[config.mk]
export PLATFORM = sky130hd
export DESIGN_NAME = button_debounce
export DESIGN_NICKNAME = d
export VERILOG_FILES = /design/src/rtl/button_debounce.sv
export SDC_FILE = /design/constraint.sdc
export NUM_CORES = 1
export LEC_CHECK = 0
export ABC_CLOCK_PERIOD_IN_PS = 2610
export CORE_ASPECT_RATIO = 1.75
export CORE_MARGIN = 2
export CORE_UTILIZATION = 50
export CTS_CLUSTER_SIZE = 28
export DETAILED_ROUTE_END_ITERATION = 16
export PLACE_DENSITY = 0.72
export SLEW_MARGIN = 20
export SYNTH_ARGS = -nofsm -noshare
export SYNTH_HDL_FRONTEND = slang
export SYNTH_SLANG_ARGS = --single-unit
[constraint.sdc]
create_clock -name clk -period 2.61 [get_ports clk]
set_input_delay 0.261 -clock clk [delete_from_list [all_inputs] [get_ports clk]]
set_output_delay 0.261 -clock clk [all_outputs]
set_load 0.01 [all_outputs]
[src/rtl/button_debounce.sv]
// button_debounce: synchroniser, bounce filter and auto-repeat for the MIC-1
// front-panel buttons; feeds button_fsm with clean press/release pulses.
//
// Ports:
//   clk            system clock, sole clock domain
//   reset          synchronous, active-high reset
//   button_raw     raw asynchronous pushbuttons, active-high
//   button_level   debounced level per channel
//   button_press   one-cycle pulse on debounced rise and on each auto-repeat
//   button_release one-cycle pulse on debounced fall
module button_debounce #(
    parameter int                   N_BUTTONS       = 4,
    parameter int                   DEBOUNCE_CYCLES = 8,
    parameter logic [N_BUTTONS-1:0] REPEAT_MASK     = N_BUTTONS'(4'b0100),
    parameter int                   REPEAT_DELAY    = 32,
    parameter int                   REPEAT_PERIOD   = 16
) (
    input  logic                 clk,
    input  logic                 reset,
    input  logic [N_BUTTONS-1:0] button_raw,
    output logic [N_BUTTONS-1:0] button_level,
    output logic [N_BUTTONS-1:0] button_press,
    output logic [N_BUTTONS-1:0] button_release
);

    localparam int DW   = (DEBOUNCE_CYCLES > 2) ? $clog2(DEBOUNCE_CYCLES) : 1;
    localparam int RMAX = (REPEAT_DELAY > REPEAT_PERIOD) ? REPEAT_DELAY
                                                         : REPEAT_PERIOD;
    localparam int RW   = (RMAX > 2) ? $clog2(RMAX) : 1;

    localparam logic [DW-1:0] DB_LAST = DW'(DEBOUNCE_CYCLES - 1);
    localparam logic [RW-1:0] RD_LAST = RW'(REPEAT_DELAY - 1);
    localparam logic [RW-1:0] RP_LAST = RW'(REPEAT_PERIOD - 1);

    typedef enum logic [1:0] {
        ST_IDLE,
        ST_DELAY,
        ST_REPEAT
    } rpt_state_t;

    // Two-flop synchroniser; only r_s2 is ever looked at by the filter.
    logic [N_BUTTONS-1:0] r_s1;
    logic [N_BUTTONS-1:0] r_s2;

    always_ff @(posedge clk) begin
        if (reset) begin
            r_s1 <= '0;
            r_s2 <= '0;
        end else begin
            r_s1 <= button_raw;
            r_s2 <= r_s1;
        end
    end

    for (genvar gi = 0; gi < N_BUTTONS; gi++) begin : g_ch
        logic [DW-1:0] r_db_cnt;
        logic [RW-1:0] r_rp_cnt;
        rpt_state_t    r_state;
        logic          r_level;
        logic          r_press;
        logic          r_release;
        logic          w_diff;
        logic          w_commit;

        assign w_diff   = r_s2[gi] != r_level;
        assign w_commit = w_diff && (r_db_cnt == DB_LAST);

        always_ff @(posedge clk) begin
            if (reset) begin
                r_db_cnt  <= '0;
                r_rp_cnt  <= '0;
                r_state   <= ST_IDLE;
                r_level   <= 1'b0;
                r_press   <= 1'b0;
                r_release <= 1'b0;
            end else begin
                r_press   <= 1'b0;
                r_release <= 1'b0;

                // Stability filter: any sample agreeing with the level
                // restarts the count, so short excursions never commit.
                if (!w_diff) begin
                    r_db_cnt <= '0;
                end else if (w_commit) begin
                    r_db_cnt  <= '0;
                    r_level   <= r_s2[gi];
                    r_press   <= r_s2[gi];
                    r_release <= !r_s2[gi];
                end else begin
                    r_db_cnt <= r_db_cnt + DW'(1);
                end

                // Auto-repeat. A falling commit always wins, so a repeat
                // that would land on the release edge is dropped.
                if (!REPEAT_MASK[gi]) begin
                    r_state  <= ST_IDLE;
                    r_rp_cnt <= '0;
                end else if (w_commit && !r_s2[gi]) begin
                    r_state  <= ST_IDLE;
                    r_rp_cnt <= '0;
                end else begin
                    case (r_state)
                        ST_IDLE: begin
                            r_rp_cnt <= '0;
                            if (w_commit) begin
                                r_state <= ST_DELAY;
                            end
                        end
                        ST_DELAY: begin
                            if (r_rp_cnt == RD_LAST) begin
                                r_press  <= 1'b1;
                                r_rp_cnt <= '0;
                                r_state  <= ST_REPEAT;
                            end else begin
                                r_rp_cnt <= r_rp_cnt + RW'(1);
                            end
                        end
                        ST_REPEAT: begin
                            if (r_rp_cnt == RP_LAST) begin
                                r_press  <= 1'b1;
                                r_rp_cnt <= '0;
                            end else begin
                                r_rp_cnt <= r_rp_cnt + RW'(1);
                            end
                        end
                        default: begin
                            r_state  <= ST_IDLE;
                            r_rp_cnt <= '0;
                        end
                    endcase
                end
            end
        end

        assign button_level[gi]   = r_level;
        assign button_press[gi]   = r_press;
        assign button_release[gi] = r_release;
    end

endmodule
==> flow_summary.yaml <==
clock_network:
  cts_tree: "yes"
  htree_levels: 2
  cts_root_buf: "clkbuf_8"
  cts_resized: 0
  clk_pin_slew_ns: 0.07
  post-cts-setup-buffers: 0
  cts_sinks: 39
  clkLatencyLatePin_ns: 0.29
  hold_buffers: 0
  cts_buffers: 5
  cts_max_path_buffers: 2
setup_path:
  crit_top_cell: "ha_1"
  crit_slowest_cell: "a2111oi_4"
  endpoint_kind: "register"
  timing.rr.end: "g_ch[2].r_state[0]"
  r2r.worst_path.cells: 6
  ff2ff_setup_slack_ns: 0.84
  critPathArrivalTime_ns: 1.99
  worstPathRequired_ns: 2.83
  path_cells: "ha_1, and3_1, ha_1, nor2b_1, a2111oi_4, mux2i_1"
  cp-start-kind: "register"
  cp_slowest_stage_delay_ns: 0.42
  path_class: "register to register"
  reg2reg_from: "g_ch[2].r_rp_cnt[0]"
  cp_max_fo: 3
timing:
  maxSlewViolCount: 0
  fin_crit_sh_pct: 67.7
  tns_ns: 0
  slew_headroom_pct: 65.1
  skew_ns: 0.00657
  fin_crit_ns: 1.77
  tightest_slew_ns: 0.521
  hold_viol: 0
  setup_viol: 0
  fmax_mhz: 566
  fin_hold_ws_ns: 0.434
  rsz0062_at_grt: "false"
finish:
  drive_above_1_share_pct: 6.37
  final_util_pct: 59.1
  syn2layout_area_growth_pct: 14.8
  nFillCells: 286
  fin_nets: 179
  final_area_um2: 1840
  n_antenna_cell: 0
floorplanning:
  ios: 18
  start_util_pct: 51.4
  die_w_um: 46.8
  die_h_um: 78.8
  num_rows: 27
  core_area_um2: 3110
  die-area_um2: 3680
route:
  drc: 0
  routed_wl_mm: 2.37
  dr.pass1.iters: 2
  dr.first_iter.drc_count: 22
  ant_nets: 0
  viasPerCell: 4.94
  wl_per_cell_um: 11.8
  vias: 987
power_and_ir_drop:
  power.density_nw_per_um2: 608
  fin_total_pwr_mw: 1.12
  pwr-share-seq_pct: 54.3
  ir_drop_uv: 464
  p_clk_share_pct: 43.2
  comb_power_share_pct: 2.5
  p_sw_share_pct: 19.8
  p_int_uw: 896
  power.leakage_nw: 0.722
  p_switching_uw: 221
hold_path:
  holdPathEnd: "g_ch[3].r_db_cnt[0]"
  hold_path.class: "register to register"
  min_path_cells: 1
  hp-start: "g_ch[3].r_db_cnt[0]"
logic_synthesis:
  synth-main-ff-cell: "dfxtp_1"
  synthArstFlopShare_pct: 0
  synth-seq-cells: 39
  yosys.area.top_type: "dfxtp_1"
  synth_area_um2: 1600
  yosysSeqAreaShare_pct: 48.8
  postSynthCellCount: 147
  synth_nets: 169
  avgSynthCellArea_um2: 10.9
  ys_warn_count: 0
  netlist.area_leader.share_pct: 48.8
  synth_area_leaders: "dfxtp_1 49%, ha_1 13%, buf_4 5.6%"
  yosysMostFrequentCell: "dfxtp_1"
  ys_top_cells_by_count: "39 x dfxtp_1, 16 x ha_1, 12 x buf_4, 11 x nor2b_1, 9 x nor2_1"
  synth_edf_count: 0
  yosys.cell_types.count: 25
placement:
  placed_cell_area_um2: 1730
  port-buffer-count: 17
  dp_hpwl_mm: 1.65
  finalWeightedCongestion: 0.762
global_route:
  grt_usage_pct: 16.0
  grt_pass1_vias: 1006
  grt_pass1_wl_mm: 4.13
  overflow: 0
  grt_start_max_net_pins: 16
  grt_antenna_before_repair: 0
run_status:
  status: "complete, no violations"
run:
  max_cap_violations: 0
## metal layers
layer	wire length, um	vias to the layer above	GRT usage, %
met5	0	-	0
met4	68	0	10.6
met3	103	7	5.91
met2	1280	20	26.4
met1	918	458	15.6
li1	-	502	-
## how the worst max path moves through the flow
stage / from / endpoint / slack (ns)
after floorplan: g_ch[2].r_rp_cnt[0] / g_ch[2].r_state[0] / 1.06
after global placement: g_ch[2].r_rp_cnt[0] / g_ch[2].r_state[1] / 0.93
after detailed placement: reset / g_ch[0].r_db_cnt[2] / 0.87
after CTS: g_ch[2].r_rp_cnt[0] / g_ch[2].r_state[0] / 0.83
after global routing: g_ch[2].r_rp_cnt[0] / g_ch[2].r_state[0] / 0.72
final: g_ch[2].r_rp_cnt[0] / g_ch[2].r_state[0] / 0.84
## sequential cells by signal (all words and copies together) (netlist names)
| register | flops |
|---|---|
| r_s1 | 4 |
| g_ch.r_db_cnt | 12 |
| r_s2 | 4 |
| g_ch.r_rp_cnt | 5 |
| g_ch.r_state | 2 |
| g_ch.r_release | 4 |
| g_ch.r_press | 4 |
| g_ch.r_level | 4 |
## stage by stage
step	cells	worst slack [ns]
floorplan	147	1.06
global placement	193	0.933
detailed placement	193	0.865
CTS	200	0.831
global route	200	0.719
finish	200	0.842
## power by group through the flow
stage / clock network [mW] / logic [mW] / registers [mW]
2_1_floorplan: 0 / 0.0170 / 0.619
3_3_place_gp: 0 / 0.0265 / 0.620
3_5_place_dp: 0 / 0.0280 / 0.620
4_1_cts: 0.498 / 0.0282 / 0.606
5_1_grt: 0.518 / 0.0308 / 0.607
6_report: 0.483 / 0.0276 / 0.606
## cell usage in the layout (no fill, tap or decap), drive strengths merged, types with 6 or more instances in the layout
master,count
inv,7
ha,16
nor2,9
mux2i,6
nor4bb,6
nor2b,11
clkdlybuf4s50,17
and2,8
dfxtp,39
## critical path, delay by kind of cell (launching register included)
family,cells,cell delay [ns]
AOI/OAI and AO/OA,1,0.42
adders and majority gates,2,0.38
DFF,1,0.36
and+or+nand+nor,2,0.31
muxes,1,0.22
## logic make-up after synthesis
group / share of synthesized area, %
simple gates: 19.9
buf+inv: 7.98
flops: 48.8
xor+xnor: 3.29
mux: 4.46
compound gates: 3.05
fa+ha+maj: 12.5
## area by class of cell
cell class	instances	area [um^2]	area share [%]
multi-input cells	86	691	37.6
clock buffers	5	68.8	3.75
repair buffers	18	178	9.68
flip-flops and latches	39	781	42.5
inverters	7	26.3	1.43
well taps	43	53.8	2.93
clock inverters	2	37.5	2.04
(Power assumes the default switching activity.)
==> variant (same settings) <==
Register the input `button_raw` before use, with the module's reset. The logic sees it one clock later.
--- a/src/rtl/button_debounce.sv
+++ b/src/rtl/button_debounce.sv
@@ -40,2 +40,12 @@
 
+    logic [N_BUTTONS-1:0] button_raw_q;
+
+    always_ff @(posedge clk) begin
+        if (reset) begin
+            button_raw_q <= '0;
+        end else begin
+            button_raw_q <= button_raw;
+        end
+    end
+
     // Two-flop synchroniser; only r_s2 is ever looked at by the filter.
@@ -49,3 +59,3 @@
         end else begin
-            r_s1 <= button_raw;
+            r_s1 <= button_raw_q;
             r_s2 <= r_s1;
Check against the original RTL: no difference found for any inputs over 10 cycles, from zero or initial values and one cycle with reset high; that may be too few to reach the edited logic, so the function may still have changed.
==> variant against the unedited design <==
- power up 7.5%
- via count up 5.2%
- sequential power up 10%
- final area up 6.2%
- wire length down 1.9%
- hold slack better by 0.0024 ns
- setup slack better by 0.065 ns
- area after synthesis up 6.6%
- sequential cell count up 4
- critical path type unchanged
- critical endpoint is now g_ch[2].r_state[1]
- largest power group unchanged
- highest routed layer unchanged
==> variant: results (changes against the unedited design) <==
[metrics] Filler cells: 302 (was 286)
[metrics] share of total power consumed by net switching: 19.9% (was 19.8%)
[metrics] met2 routed wirelength: 1.23 mm (was 1.28 mm)
[metrics] top cells by count, synth: dfxtp_1 (43), ha_1 (16), nor2b_1 (15) (was dfxtp_1 (39), ha_1 (16), buf_4 (12))
[metrics] Finished Layout Cells: 211 (was 200)
[metrics] Crit path largest cell delay: 0.36 ns (was 0.42 ns)
[metrics] fraction of the yosys area taken by sequential cells: 50.5% (was 48.8%)
[metrics] Layout Skew: 0.00574 ns (was 0.00657 ns)
[metrics] global-route track usage on met1: 13.7% (was 15.6%)
[metrics] layout net count: 187 (was 179)
[metrics] Worst Hold Launch: button_raw_q[2] (was g_ch[3].r_db_cnt[0])
[metrics] instance area at placement: 1840 sq um (was 1730 sq um)
[metrics] cell type of the slowest stage on the worst timing path: dfxtp_1 (was a2111oi_4)
[metrics] Metal-1 WL: 948 um (was 918 um)
[metrics] cell types occupying the most area after synthesis: dfxtp_1 (51%), ha_1 (12%), nor2b_1 (5.5%) (was dfxtp_1 (49%), ha_1 (13%), buf_4 (5.6%))
[metrics] area of the multi-input gates: 716 sq um (was 691 sq um)
[metrics] result of the run: finished clean (unchanged)
[metrics] synthesized instance count: 155 (was 147)
[metrics] destination of the worst register-to-register timing path: g_ch[2].r_state[1] (was g_ch[2].r_state[0])
[metrics] HPWL after detailed placement: 1.76 mm (was 1.65 mm)
[metrics] GRT Overall Usage: 14.4% (was 16.0%)
[metrics] drt first-iter violations: 17 (was 22)
[metrics] worst hold slack: 0.436 ns (was 0.434 ns)
[metrics] number of global-route vias before repair: 995 (was 1006)
[metrics] data arrival time of the worst path: 1.92 ns (was 1.99 ns)
[metrics] pin count of the biggest net entering global routing: 30 (was 16)
[metrics] final weighted congestion in routability-driven placement: 0.714 (was 0.762)
[metrics] met2 track utilization from global routing: 23.6% (was 26.4%)
[metrics] sink of the worst hold path: r_s1[2] (was g_ch[3].r_db_cnt[0])
[metrics] post-DR vias/cell: 4.92 (was 4.94)
[metrics] reg-to-reg slack, setup: 0.91 ns (was 0.84 ns)
[metrics] fraction of final layout cells sized beyond drive strength 1: 6.63% (was 6.37%)
[metrics] length of routed met3 wiring: 78 um (was 103 um)
[metrics] cell total after placement: 203 (was 193)
[metrics] routed wire length per instance: 11.0 um (was 11.8 um)
[metrics] wire length of the first global-routing pass: 3.92 mm (was 4.13 mm)
## variant: layout make-up
class                   count  area share, %
clock inverters             3           2.25
clock buffers               5           3.53
flip-flops and latches     43           44.2
multi-input cells          90           36.7
inverters                   7           1.35
repair buffers             18           9.11
well taps                  45           2.89
## variant: worst register-to-register path: cells and delay by family, from the launching register on
kind / cells / cell delay [ns]
flops: 1 / 0.36
mux: 1 / 0.24
compound gates: 1 / 0.34
fa+ha+maj: 2 / 0.39
simple gates: 2 / 0.30
## variant: power groups by stage
| stage | Combinational [W] | Clock [W] | Sequential (W) |
|---|---|---|---|
| 4_1_cts | 0.0000275 | 0.000523 | 0.000667 |
| 5_1_grt | 0.0000299 | 0.000548 | 0.000668 |
| 3_5_place_dp | 0.0000273 | 0 | 0.000683 |
| 3_3_place_gp | 0.0000261 | 0 | 0.000682 |
| 6_report | 0.0000269 | 0.000507 | 0.000667 |
| 2_1_floorplan | 0.0000162 | 0 | 0.000682 |
## variant: logic make-up (layout without fill, tap and decap cells)
logic type	after synthesis	in the layout	share of synthesized area, %
compound gates	4	4	2.86
xor+xnor	6	6	3.08
simple gates	57	57	20.1
buf+inv	22	33	7.49
fa+ha+maj	16	16	11.7
flops	43	43	50.5
mux	7	7	4.19
## variant: worst max path at each step
stage | to | slack (ns)
final | g_ch[2].r_state[1] | 0.91
after global routing | g_ch[2].r_rp_cnt[0] | 0.80
after CTS | g_ch[2].r_state[1] | 0.90
after detailed placement | g_ch[2].r_rp_cnt[3] | 0.90
after global placement | g_ch[2].r_rp_cnt[2] | 0.98
after floorplan | g_ch[2].r_state[0] | 1.11
